==> src/rtl/fast_shutter_pkg.sv <==
// Shared constants for the fast shutter command sequencer: FSM encoding,
// request source identifiers and default timing values.
package fast_shutter_pkg;

  localparam logic [1:0] S_IDLE   = 2'd0;
  localparam logic [1:0] S_ISSUE  = 2'd1;
  localparam logic [1:0] S_WAIT   = 2'd2;
  localparam logic [1:0] S_SETTLE = 2'd3;

  typedef enum logic [1:0] {
    IDLE   = S_IDLE,
    ISSUE  = S_ISSUE,
    WAIT   = S_WAIT,
    SETTLE = S_SETTLE
  } state_t;

  localparam logic SRC_HW = 1'b0;
  localparam logic SRC_SW = 1'b1;

  // 20 ms at 100 MHz; the settle gap covers the driver coil pulse window.
  localparam int DEF_TIMEOUT_CYCLES = 2000000;
  localparam int DEF_SETTLE_CYCLES  = 524288;
  localparam int DEF_CNT_W          = 32;

endpackage

==> src/rtl/fast_shutter_req_latch.sv <==
// One request source: a pending flag plus the latest requested target.
// A new request in the accept cycle keeps the entry pending with the new value.
module fast_shutter_req_latch (
  input  logic clk_i,
  input  logic rst_i,
  input  logic req_i,
  input  logic set_i,
  input  logic accept_i,
  output logic pending_o,
  output logic target_o
);

  always_ff @(posedge clk_i) begin
    if (rst_i) begin
      pending_o <= 1'b0;
      target_o  <= 1'b0;
    end else if (req_i) begin
      pending_o <= 1'b1;
      target_o  <= set_i;
    end else if (accept_i) begin
      pending_o <= 1'b0;
    end
  end

endmodule

==> src/rtl/fast_shutter_seq.sv <==
// Fast shutter command sequencer: arbitrates hw/sw open/close requests, strobes
// the driver, times the actuation, flags timeouts and enforces a settle gap.
module fast_shutter_seq
  import fast_shutter_pkg::*;
#(
  parameter int TIMEOUT_CYCLES = DEF_TIMEOUT_CYCLES,
  parameter int SETTLE_CYCLES  = DEF_SETTLE_CYCLES,
  parameter int CNT_W          = DEF_CNT_W
) (
  input  logic             clk_i,
  input  logic             rst_i,
  input  logic             hw_req_i,
  input  logic             hw_set_i,
  input  logic             sw_req_i,
  input  logic             sw_set_i,
  input  logic             err_clr_i,
  input  logic             fast_shutter_state_i,
  output logic             fast_shutter_en_o,
  output logic             fast_shutter_set_o,
  output logic             busy_o,
  output logic             done_o,
  output logic             done_src_o,
  output logic             timeout_err_o,
  output logic [CNT_W-1:0] act_time_o
);

  localparam logic [CNT_W-1:0] TO_LAST     = CNT_W'(TIMEOUT_CYCLES - 1);
  localparam logic [CNT_W-1:0] TO_VAL      = CNT_W'(TIMEOUT_CYCLES);
  localparam logic [CNT_W-1:0] SETTLE_LAST = CNT_W'(SETTLE_CYCLES - 1);

  state_t           state_q, state_d;
  logic [CNT_W-1:0] cnt_q, cnt_d;
  logic [CNT_W-1:0] act_q, act_d;
  logic             tgt_q, tgt_d;
  logic             src_q, src_d;
  logic             err_q, err_d;
  logic             hw_pend, hw_tgt, sw_pend, sw_tgt;
  logic             hw_accept, sw_accept;
  logic             issue, finish;

  fast_shutter_req_latch u_hw_req (
    .clk_i     (clk_i),
    .rst_i     (rst_i),
    .req_i     (hw_req_i),
    .set_i     (hw_set_i),
    .accept_i  (hw_accept),
    .pending_o (hw_pend),
    .target_o  (hw_tgt)
  );

  fast_shutter_req_latch u_sw_req (
    .clk_i     (clk_i),
    .rst_i     (rst_i),
    .req_i     (sw_req_i),
    .set_i     (sw_set_i),
    .accept_i  (sw_accept),
    .pending_o (sw_pend),
    .target_o  (sw_tgt)
  );

  always_ff @(posedge clk_i) begin
    if (rst_i) begin
      state_q <= IDLE;
      cnt_q   <= '0;
      act_q   <= '0;
      tgt_q   <= 1'b0;
      src_q   <= SRC_HW;
      err_q   <= 1'b0;
    end else begin
      state_q <= state_d;
      cnt_q   <= cnt_d;
      act_q   <= act_d;
      tgt_q   <= tgt_d;
      src_q   <= src_d;
      err_q   <= err_d;
    end
  end

  always_comb begin
    state_d   = state_q;
    cnt_d     = cnt_q;
    act_d     = act_q;
    tgt_d     = tgt_q;
    src_d     = src_q;
    err_d     = err_q;
    hw_accept = 1'b0;
    sw_accept = 1'b0;
    issue     = 1'b0;
    finish    = 1'b0;

    // Clear first so a timeout in the same cycle overrides it.
    if (err_clr_i) err_d = 1'b0;

    case (state_q)
      IDLE: begin
        if (hw_pend) begin
          tgt_d     = hw_tgt;
          src_d     = SRC_HW;
          hw_accept = 1'b1;
          state_d   = ISSUE;
        end else if (sw_pend) begin
          tgt_d     = sw_tgt;
          src_d     = SRC_SW;
          sw_accept = 1'b1;
          state_d   = ISSUE;
        end
      end
      ISSUE: begin
        issue   = 1'b1;
        cnt_d   = '0;
        state_d = WAIT;
      end
      WAIT: begin
        if (fast_shutter_state_i == tgt_q) begin
          act_d   = cnt_q;
          finish  = 1'b1;
          cnt_d   = CNT_W'(1);
          state_d = SETTLE;
        end else if (cnt_q == TO_LAST) begin
          err_d   = 1'b1;
          act_d   = TO_VAL;
          finish  = 1'b1;
          cnt_d   = CNT_W'(1);
          state_d = SETTLE;
        end else if (cnt_q != '1) begin
          cnt_d = cnt_q + CNT_W'(1);
        end
      end
      SETTLE: begin
        // The completion cycle counts as the first settle cycle.
        if (cnt_q >= SETTLE_LAST) state_d = IDLE;
        else                      cnt_d   = cnt_q + CNT_W'(1);
      end
      default: state_d = IDLE;
    endcase
  end

  assign fast_shutter_en_o  = issue & ~rst_i;
  assign fast_shutter_set_o = tgt_q;
  assign busy_o             = (state_q != IDLE);
  assign done_o             = finish & ~rst_i;
  assign done_src_o         = done_o & src_q;
  assign timeout_err_o      = err_q;
  assign act_time_o         = act_q;

endmodule

==> config.mk <==
export PLATFORM = sky130hd
export DESIGN_NAME = fast_shutter_seq
export DESIGN_NICKNAME = d
export VERILOG_FILES = /design/src/rtl/fast_shutter_pkg.sv /design/src/rtl/fast_shutter_req_latch.sv /design/src/rtl/fast_shutter_seq.sv
export SDC_FILE = /design/constraint.sdc
export NUM_CORES = 1
export LEC_CHECK = 0
export ABC_AREA = 1
export BUFFER_PORTS_ARGS = -buffer_cell sky130_fd_sc_hd__buf_2
export CAP_MARGIN = 20
export CORE_AREA = 5 5 88 90
export DETAILED_ROUTE_END_ITERATION = 8
export DIE_AREA = 0 0 93 95
export PLACE_DENSITY = 0.83
export SLEW_MARGIN = 20
export SYNTH_ARGS = -nofsm -noshare
export SYNTH_HDL_FRONTEND = slang
export SYNTH_SLANG_ARGS = --single-unit
==> constraint.sdc <==
create_clock -name clk_i -period 4.5 [get_ports clk_i]
set_input_delay 0.9 -clock clk_i [delete_from_list [all_inputs] [get_ports clk_i]]
set_output_delay 0.9 -clock clk_i [all_outputs]
set_load 0.05 [all_outputs]
After elaboration in Yosys (flattened, before gate mapping)
Cells that the tools add are included.
W data, S select, Z words.
{"block": "word_totals", "ff_bits": 73, "input_bits": 8, "word_cells": 72}
{"block": "classes", "addsub": 1, "n_lt_le_gt_ge": 1, "eq_ne": 11, "mux": 34, "bitwise": 4, "n_reduce_logical": 11}
{"cell": "$mux W32", "count": 6}
{"cell": "$pmux W32 S3", "count": 1}
{"cell": "$add A32 B1 Y32 const B", "count": 1}
{"cell": "$eq A32 B21 Y1 const B", "count": 1}
{"cell": "$ge A32 B19 Y1 const B", "count": 1}
{"cell": "$ne A32 B32 Y1 const B", "count": 1}
{"cell": "$mux W1", "count": 21}
{"cell": "$mux W2", "count": 5}
{"cell": "$reduce_bool A2 Y1", "count": 5}
{"cell": "$pmux W2 S4", "count": 1}
{"cell": "$reduce_and A3 Y1", "count": 2}
{"cell": "$eq A2 B2 Y1 const B", "count": 2}
{"cell": "$ne A2 B2 Y1 const B", "count": 2}
{"cell": "$ne A4 B4 Y1 const B", "count": 1}
{"cell": "$reduce_and A2 Y1", "count": 2}
{"cell": "$and A1 B1 Y1", "count": 3}
{"cell": "$ne A3 B1 Y1 const B", "count": 1}
{"cell": "$ne A3 B3 Y1 const B", "count": 1}
{"cell": "$reduce_bool A3 Y1", "count": 1}
{"cell": "$eq A2 B1 Y1 const B", "count": 1}
{"cell": "$logic_not A2 Y1", "count": 1}
{"cell": "$eq A1 B1 Y1", "count": 1}
{"cell": "$not A1 Y1", "count": 1}

Logic depth before layout (Yosys ltp)
Gate-level depths: netlist of run 1.
{"block": "depth", "ltp_word": 6, "ltp_mapped": 15}

Cells and area by module
Synthesis of run 1 repeated with hierarchy kept, for this count alone.
{"block": "unflattened", "cells_unflattened": 702, "hier_area_um2": 4337.9}
{"module": "fast_shutter_seq", "instances": 1, "cells_per_inst": 684, "area_each_um2": 4192.8}
{"module": "fast_shutter_req_latch", "instances": 2, "cells_per_inst": 9, "area_each_um2": 72.6}

Worst setup path before layout of run 1
Ideal clock, no wire load.
{"block": "synth_timing", "path_kind": "input port to output port", "from": "in fast_shutter_state_i", "to": "out done_src_o", "arrival_ns": 3.040, "path_slack_ns": 0.560, "cell_stages": 6, "path_cell_list": "xnor2_1 > inv_1 > nand2_8 > nand2_2 > clkbuf_1 > nor3b_1"}
{"block": "synth_between", "elab_chain_cells": 5}
{"item": "start, declared", "line_no": "fast_shutter_seq.sv:17", "rtl": "input logic fast_shutter_state_i,"}
{"item": "$eq A1 B1 Y1", "line_no": "fast_shutter_seq.sv:114", "rtl": "if (fast_shutter_state_i == tgt_q) begin"}
{"item": "$mux W1", "line_no": "fast_shutter_seq.sv:114"}
{"item": "$mux W1", "line_no": "fast_shutter_seq.sv:94", "rtl": "case (state_q)"}
{"item": "$and A1 B1 Y1", "line_no": "fast_shutter_seq.sv:141", "rtl": "assign done_o = finish & ~rst_i;"}
{"item": "$and A1 B1 Y1", "line_no": "fast_shutter_seq.sv:142", "rtl": "assign done_src_o = done_o & src_q;"}
{"item": "end, declared", "line_no": "fast_shutter_seq.sv:22", "rtl": "output logic done_src_o,"}
No other way between the ends.

Worst setup path in the final report of run 1
{"block": "layout_timing", "from": "reg cnt_q[0]", "to": "out done_o"}
{"block": "layout_between", "elab_chain_cells": 5}
{"item": "start, declared", "line_no": "fast_shutter_seq.sv:32", "rtl": "logic [CNT_W-1:0] cnt_q, cnt_d;"}
{"item": "start signal, assigned", "line_no": "fast_shutter_seq.sv:71", "rtl": "cnt_q <= cnt_d;"}
{"item": "$eq A32 B21 Y1", "line_no": "fast_shutter_seq.sv:119", "rtl": "end else if (cnt_q == TO_LAST) begin"}
{"item": "$mux W1", "line_no": "fast_shutter_seq.sv:119"}
{"item": "$mux W1", "line_no": "fast_shutter_seq.sv:114"}
{"item": "$mux W1", "line_no": "fast_shutter_seq.sv:94"}
{"item": "$and A1 B1 Y1", "line_no": "fast_shutter_seq.sv:141"}
{"item": "end, declared", "line_no": "fast_shutter_seq.sv:21", "rtl": "output logic done_o,"}
No other way between the ends.

==> results of run 1 <==
==> power by group through the flow <==
stage	Combinational (µW)	Clock [µW]	Sequential [µW]
3_3_place_gp	665	0	725
2_1_floorplan	506	0	784
4_1_cts	689	452	713
5_1_grt	758	480	718
3_5_place_dp	686	0	728
6_report	692	446	713
==> logic make-up (layout without fill, tap and decap cells) <==
kind of cell / after synthesis / in the layout / synth area share
and+or+nand+nor: 394 / 394 / 0.397
AOI/OAI and AO/OA: 106 / 106 / 0.130
buffers and inverters: 86 / 124 / 0.0855
DFF: 73 / 73 / 0.348
xor gates and xnor gates: 10 / 10 / 0.0209
adders and majority gates: 6 / 6 / 0.0179
==> area by class of cell <==
| class | count | area share |
|---|---|---|
| clock inverters | 6 | 0.00790 |
| repair buffers | 50 | 0.0572 |
| inverters | 59 | 0.0485 |
| flip-flops and latches | 73 | 0.318 |
| well taps | 82 | 0.0223 |
| multi-input cells | 516 | 0.519 |
| clock buffers | 9 | 0.0270 |
==> state kept, by name, summed over array words and instances (netlist names) <==
| signal | cells |
|---|---|
| u_sw_req.pending_o | 1 |
| timeout_err_o | 1 |
| act_time_o | 32 |
| u_hw_req.target_o | 1 |
| fast_shutter_set_o | 1 |
| cnt_q | 32 |
| u_sw_req.target_o | 1 |
| u_hw_req.pending_o | 1 |
| state_q | 2 |
| src_q | 1 |
==> layer usage <==
layer | part of all wire | wire (µm) | GRT usage | vias to the layer above
met4 | 0.028 | 323 | 0.111 | 0
met5 | 0 | 0 | 0 | -
met1 | 0.45 | 5140 | 0.369 | 2000
met3 | 0.067 | 770 | 0.0422 | 27
met2 | 0.46 | 5310 | 0.455 | 161
li1 | - | - | - | 2226
==> synthesized netlist by cell type (2+ instances only) <==
cell / n / area share
buf_1: 3 / 0.0027
nor2_4: 3 / 0.0080
clkbuf_1: 16 / 0.014
xor2_1: 8 / 0.017
nor4_1: 2 / 0.0030
buf_2: 4 / 0.0048
nand2_1: 234 / 0.21
buf_6: 4 / 0.011
nor2_2: 2 / 0.0030
a21oi_1: 66 / 0.079
a211oi_1: 6 / 0.011
inv_2: 2 / 0.0018
nand4_1: 7 / 0.010
ha_1: 6 / 0.018
nand3_1: 49 / 0.058
nor2_1: 76 / 0.068
dfxtp_1: 73 / 0.35
inv_1: 55 / 0.049
nand2_2: 5 / 0.0074
xnor2_1: 2 / 0.0042
o21ai_0: 33 / 0.039
nor3_1: 10 / 0.012
==> layout by cell type (no fill, tap or decap), types with 2 or more instances in the layout <==
master	netlist	routed
a211oi_1	6	6
a21oi_1	66	66
buf_2	4	45
buf_4	0	5
clkbuf_8	0	9
clkinv_2	1	5
dfxtp_1	73	73
ha_1	6	6
inv_1	55	55
inv_2	2	2
nand2_1	234	234
nand2_2	5	5
nand3_1	49	49
nand4_1	7	7
nor2_1	76	75
nor2_2	2	3
nor2_4	3	3
nor3_1	10	10
nor4_1	2	2
o21ai_0	33	33
xnor2_1	2	2
xor2_1	8	8
==> worst max-delay path: cells and delay by family, from the launching register on <==
family	cells	cell delay [ns]
AND/OR/NAND/NOR	8	0.98
buffers and inverters	2	0.56
flip-flops	1	0.43
adder cells (fa/ha/maj)	1	0.28
==> stage by stage <==
step,setup slack [ns],hold slack (ns)
after floorplan,0.560,0.434
after global placement,1.08,0.448
after detailed placement,1.01,0.449
after CTS,0.991,0.464
after global routing,0.771,0.472
final,0.993,0.459
==> path summary, 6_finish.rpt <==
check                        to  depth (start not counted)     startpoint
setup / recovery         done_o                         11       cnt_q[0]
hold / removal    act_time_o[1]                          2  act_time_o[1]
setup reg to reg  act_time_o[0]                          7     state_q[0]
hold reg to reg   act_time_o[1]                          2  act_time_o[1]
==> results.toml, run 1 <==
[cts]
clock_sinks = 73
clock_path_buffers = 2
cts-root-buf = "clkbuf_8"
clk_pin_slew_ns = 0.07
cts_hold_buf = 0
cts-buffers-inserted = 9
cts_resized = 0
cts_setup_buffers = 0
cts_tree = "built"
clock_latency_ns = 0.35
h-tree-depth = 3

[setup_path]
critical_path_class = "reg2out"
critical_path.cell_chain = "ha_1 -> nand2_2 -> nor2_4 -> nand2_1 -> nor2_2 -> nand2_4 -> nand2_8 -> nand2_2 -> buf_4 -> nor2_1 -> buf_2"
end_kind = "output port"
crit_top_cell = "nand2_2"
cp_data_arrival_time_ns = 2.61
cp-start-kind = "register"
cp_slowest_cell = "dfxtp_1"
reg2reg_slack_ns = 1.39
cp_max_fo = 19
crit_required_ns = 3.60
slowest_delay_ns = 0.43

[timing]
tns_ns = 0
final-setup-viol-count = 0
period_needed_ns = 3.51
max_freq_mhz = 285
hold_viol_final = 0
fin_skew_ns = 0.0128
worstMarginPinSlew_ns = 0.867
final_max_slew_viol_count = 0
rsz0062_at_grt = "no"
fin_crit_sh = 0.779
relSlewSlack = 0.422

[pwr]
pwr-share-clk = 0.241
power_frac_comb = 0.374
power.density_mw_per_mm2 = 403
ir_worst_vdd_v = 0.000466
pwr-share-seq = 0.385
total_power_uw = 1850
netSwitchingPower_uw = 823
power.internal_uw = 1030
p_leak_uw = 0.00174
swShare = 0.445

[die]
dieWidth_um = 93
die_height_um = 95
initial_core_util = 0.601
dieArea_mm2 = 0.00884
ios = 46
rows = 31
coreArea_mm2 = 0.00698

[yosys]
ys_ff_latch = 73
synth-async-reset-ratio = 0
synth_warnings = 0
syn_inst = 675
syn-num-nets = 689
synth_edf_count = 0
synth_area_per_cell_um2 = 6.22
synthFlopType = "dfxtp_1"
syn-cell-area_mm2 = 0.00420
ys_seq_area_frac = 0.348
ys_types = 31

[global_routing]
grt_use_total = 0.279
antenna_found_initial = 0
grt_max_degree = 39
grt_pass1_wl_mm = 19.5
first_global_vias = 4083
grt_remaining_overflow = 0

[final_layout]
multiInputGateArea_mm2 = 0.00238
fill_cells = 663
nets = 723
stdcell_count = 795
post-route-util = 0.658
drive_above_1_share = 0.116
syn_to_final_growth_pct = 9.33
fin_area_mm2 = 0.00459
seq_area_mm2 = 0.00146
antenna_cells = 0

[detailed_routing]
wl_per_cell_um = 14.5
routed_wirelength_mm = 11.5
ant_nets = 0
viasPerCell = 5.55
vias = 4414
route.detailed.drc = 0
first_pass_iters = 5
initialDrtViolationCount = 411

[outcome]
outcome = "complete, no violations"

[placed_design]
gp_congestion = 0.966
hpwl_mm = 8.51
portBuffers = 45
dp_cells = 780
dpl-instance-area_mm2 = 0.00443

[min_path]
hold_class = "reg2reg"

[run]
drv_cap = 0
No activity file was read; power rests on OpenSTA's default activity.
==> inputs of run 2 (changes only) <==
- CORE_AREA: 5 5 88 90 -> 5 5 91 93
- DIE_AREA: 0 0 93 95 -> 0 0 96 98
- PLACE_DENSITY: 0.83 -> 0.78
- clock period: 4.5 -> 3.3 ns (I/O delays scaled with it)
==> run 2 against run 1 <==
Clock-buffer cell count rose by 1. Combinational power rose by 45%. Highest routed layer unchanged. Sequential power rose by 36%.
==> results.toml, run 2 (same netlist as run 1, synthesis figures left out) <==
[final_layout]
final_common_cell = "nand2_1"
drive_above_1_share = 0.124
fin_area_mm2 = 0.00473
syn_to_final_growth_pct = 12.6
fill_cells = 729
nets = 729
antenna_cells = 0
final_cell_mix = "234 x nand2_1, 75 x nor2_1, 73 x dfxtp_1, 66 x a21oi_1, 55 x inv_1"

[setup_path]
cp_max_fo = 10
reg2regPathDepth = 12
cp_data_arrival_time_ns = 2.43
slowest_delay_ns = 0.43
cp-start-kind = "register"
cp_slowest_cell = "dfxtp_1"
critPathTopFamily = "simple AND/OR/NAND/NOR gates"
worstReg2RegStart = "cnt_q[0]"
cp_num_buf_inv = 1
crit_top_cell = "nand2_2"
r2r-end = "cnt_q[13]"
cp_num_cells = 10
critical_path_class = "reg2out"
crit_required_ns = 2.64
reg2reg_slack_ns = 0.84
critical_path.cell_chain = "ha_1 -> nand2_2 -> nor2_4 -> nand2_1 -> nor2_2 -> nand2_4 -> nand2_8 -> nand2_2 -> nor3b_2 -> buf_2"
end_kind = "output port"

[detailed_routing]
routed_wirelength_mm = 12.3
vias = 4478
viasPerCell = 5.45
first_pass_iters = 6
initialDrtViolationCount = 329
wl_per_cell_um = 14.9
ant_nets = 0
route.detailed.drc = 0

[timing]
worstMarginPinSlew_ns = 0.895
rsz0062_at_grt = "no"
max_freq_mhz = 324
final-setup-viol-count = 0
fin_skew_ns = 0.00833
hold_viol_final = 0
relSlewSlack = 0.403
final_max_slew_viol_count = 0
period_needed_ns = 3.09
fin_crit_sh = 0.936
tns_ns = 0

[pwr]
power.density_mw_per_mm2 = 579
ir_worst_vdd_v = 0.000579
total_power_uw = 2740
p_leak_uw = 0.00179

[die]
rows = 32
ios = 46
coreArea_mm2 = 0.00745
die_height_um = 98
initial_core_util = 0.564
dieWidth_um = 96
dieArea_mm2 = 0.00941

[global_routing]
first_global_vias = 4292
antenna_found_initial = 0
grt_remaining_overflow = 0
grt_pass1_wl_mm = 20.5
grt_use_total = 0.277
grt_max_degree = 39

[cts]
clk_pin_slew_ns = 0.08
cts-root-buf = "clkbuf_8"
clock_sinks = 73
cts_setup_buffers = 0
cts_tree = "built"
cts_resized = 0
cts-buffers-inserted = 9
h-tree-depth = 3
cts_hold_buf = 0
clock_latency_ns = 0.34
clock_path_buffers = 2

[outcome]
outcome = "complete, no violations"

[placed_design]
dpl-instance-area_mm2 = 0.00452
hpwl_mm = 9.04
portBuffers = 45
gp_congestion = 0.957

[min_path]
hold_class = "reg2reg"
hold_path_end = "act_time_o[11]"
min_from = "act_time_o[11]"
hold_path_depth = 2

[run]
drv_cap = 0
-- run 2: cell types whose count changed in the layout (fill, tap and decap cells not counted), sizes merged --
| cell | before | now |
|---|---|---|
| buf | 50 | 56 |
| clkinv | 7 | 4 |
| bufinv | 0 | 2 |
| clkbuf | 9 | 10 |
-- run 2: per-stage QoR --
step / hold slack [ns] / setup WS, ns / utilization / instances
final: 0.458 / 0.210 / 0.635 / 821
after global routing: 0.479 / 0.0311 / 0.635 / 821
after CTS: 0.462 / 0.215 / 0.635 / 821
after detailed placement: 0.450 / 0.609 / 0.607 / 806
after global placement: 0.445 / 0.717 / 0.607 / 806
after floorplan: 0.433 / 0.331 / - / 675
-- run 2: worst reg2reg max path, delay by kind of cell (launching register included) --
| family | cells | cell delay [ns] |
|---|---|---|
| flip-flops | 1 | 0.43 |
| AO/OA/AOI/OAI | 1 | 0.08 |
| AND/OR/NAND/NOR | 9 | 1.11 |
| buffers and inverters | 1 | 0.38 |
| adder cells (fa/ha/maj) | 1 | 0.30 |
-- run 2: how the worst max path moves through the flow --
stage | startpoint | endpoint | slack, ns
6_report | cnt_q[0] | done_src_o | 0.21
5_1_grt | cnt_q[0] | done_src_o | 0.03
4_1_cts | cnt_q[0] | done_src_o | 0.22
3_5_place_dp | cnt_q[0] | done_src_o | 0.61
3_3_place_gp | cnt_q[0] | done_src_o | 0.72
2_1_floorplan | fast_shutter_state_i | done_src_o | 0.33
-- run 2: cell type report --
class	instances	area, µm²	area share
sequential	73	1460	0.309
timing repair buffer	56	320	0.0678
multi-input combinational	516	2390	0.505
clock buffer	10	128	0.0270
inverter	59	223	0.0471
clock inverter	5	81.3	0.0172
tap	102	128	0.0270
-- run 2: per-layer routing --
metal,wire [µm],track usage,vias up
li1,-,-,2232
met1,5220,0.354,2053
met2,5850,0.445,158
met3,711,0.0516,35
met4,466,0.128,0
met5,0,0,-
-- run 2: report_power, final --
| part | leakage (µW) | switching [µW] | internal, µW |
|---|---|---|---|
| clock network | 0.000102 | 341 | 422 |
| logic | 0.00110 | 766 | 237 |
| registers | 0.000591 | 39.8 | 932 |
| total | 0.00179 | 1150 | 1590 |
==> inputs of run 3 (changes only) <==
- CORE_AREA: 5 5 91 93 -> 5 5 98 100
- DIE_AREA: 0 0 96 98 -> 0 0 103 105
- HOLD_SLACK_MARGIN: default -> 0.08
- PLACE_DENSITY: 0.78 -> 0.69
==> run 3 against run 2 <==
First-iteration DRC count fell by 8.5%. Clock skew up 0.0037 ns. Largest cell class unchanged. Final cell count up 0.73%. Fmax rose by 0.26%. Sequential share of layout area up 0.14 points. Flip-flop and latch count unchanged.
==> results.toml, run 3 (same netlist as run 1, synthesis figures left out) <==
[global_routing]
first_global_vias = 4183
antenna_found_initial = 0
grt_use_total = 0.238
grt_pass1_wl_mm = 20.6
grt_max_degree = 34
grt_remaining_overflow = 0

[run]
drv_cap = 0

[cts]
cts-root-buf = "clkbuf_8"
clock_latency_ns = 0.36
clock_path_buffers = 2
clk_pin_slew_ns = 0.09
cts_tree = "built"
cts-buffers-inserted = 9
cts_hold_buf = 0
h-tree-depth = 3
clock_sinks = 73

[detailed_routing]
ant_nets = 0
route.detailed.drc = 0
wl_per_cell_um = 14.9
vias = 4414
viasPerCell = 5.34
first_pass_iters = 7
routed_wirelength_mm = 12.4
initialDrtViolationCount = 301

[setup_path]
worstReg2RegStart = "cnt_q[0]"
crit_required_ns = 2.64
critical_path_class = "reg2out"
cp-start-kind = "register"
reg2regPathDepth = 13
cp_data_arrival_time_ns = 2.42
reg2reg_slack_ns = 0.81
end_kind = "output port"
worst_setup_path_endpoint = "done_src_o"
worstSetupStartpoint = "cnt_q[0]"
cp_max_fo = 17
r2r-end = "cnt_q[20]"

[timing]
worstMarginPinSlew_ns = 0.530
relSlewSlack = 0.647
tns_ns = 0
max_freq_mhz = 324
final_max_slew_viol_count = 0
setup_slack_ns = 0.218
hold_viol_final = 0
fin_crit_sh = 0.934
final-setup-viol-count = 0
period_needed_ns = 3.08
fin_skew_ns = 0.0120
rsz0062_at_grt = "no"

[die]
dieWidth_um = 103
initial_core_util = 0.489
die_height_um = 105
dieArea_mm2 = 0.0108
coreArea_mm2 = 0.00859
rows = 34
ios = 46

[final_layout]
final_cell_mix = "234 x nand2_1, 75 x nor2_1, 73 x dfxtp_1, 66 x a21oi_1, 55 x inv_1"
nets = 728
final_common_cell = "nand2_1"
fin_area_mm2 = 0.00471
antenna_cells = 0
multiInputGateArea_mm2 = 0.00239
syn_to_final_growth_pct = 12.1
seq_area_mm2 = 0.00146
drive_above_1_share = 0.124
post-route-util = 0.548
fill_cells = 876

[placed_design]
gp_congestion = 0.930
hpwl_mm = 8.98
preCtsSetupSlack_ns = 0.477
dpl-instance-area_mm2 = 0.00451
portBuffers = 45

[outcome]
outcome = "complete, no violations"

[pwr]
p_leak_uw = 0.00178
total_power_uw = 2690
power.density_mw_per_mm2 = 573
ir_worst_vdd_v = 0.000512

[min_path]
hold_class = "reg2reg"
-- run 3: cell count changes in the layout (fill, tap and decap cells not counted), sizes merged --
cell,before,now
inv,57,58
clkinvlp,1,2
bufinv,2,1
buf,56,55
-- run 3: final cells by class --
class                           instances  area share
Inverter                               59      0.0473
Clock buffer                           10      0.0271
Sequential cell                        73       0.311
Clock inverter                          6      0.0144
Timing Repair Buffer                   55      0.0638
Multi-Input combinational cell        516       0.508
Tap cell                              108      0.0287
-- run 3: worst min path at each step --
stage,from,slack (ns),end,cells past startpoint
after floorplan,src_q,0.43,src_q,2
after CTS,act_time_o[23],0.46,act_time_o[23],2
after detailed placement,act_time_o[23],0.45,act_time_o[23],2
after global placement,act_time_o[25],0.44,act_time_o[25],2
after global routing,act_time_o[4],0.48,act_time_o[4],2
final,act_time_o[30],0.46,act_time_o[30],2
-- run 3: routing by layer --
metal	vias up	share of wire	wire length, µm	GRT usage
met5	-	0	0	0
met4	0	0.018	219	0.0675
met3	17	0.058	718	0.0380
met2	149	0.46	5660	0.365
met1	2018	0.47	5760	0.342
li1	2230	-	-	-
-- run 3: worst max-delay path, stage by stage, from the launching register on --
cell     delay [ns]
dfxtp_1        0.43
ha_1           0.29
nand2_2        0.10
nor2_4         0.15
nand2_1        0.08
nor2_2         0.16
nand2_4        0.13
nand2_8        0.13
nand2_4        0.15
nor3b_2        0.17
buf_2          0.28
-- run 3: through the flow --
step           hold slack, ns  instances
6_report                0.465        827
5_1_grt                 0.476        827
4_1_cts                 0.464        827
3_5_place_dp            0.449        811
3_3_place_gp            0.445        811
2_1_floorplan           0.433        675
-- run 3: power breakdown --
group / internal [µW] / leakage [µW] / switching [µW]
clock: 352 / 0.0000929 / 373
sequential: 932 / 0.000591 / 38.6
combinational: 224 / 0.00110 / 774
-- run 3: what timing repair did --
action,4_1_cts,5_1_grt
setup buffers,0,0
hold endpoints to repair,0,0
resized for setup,0,1
endpoints found under the setup margin,0,2
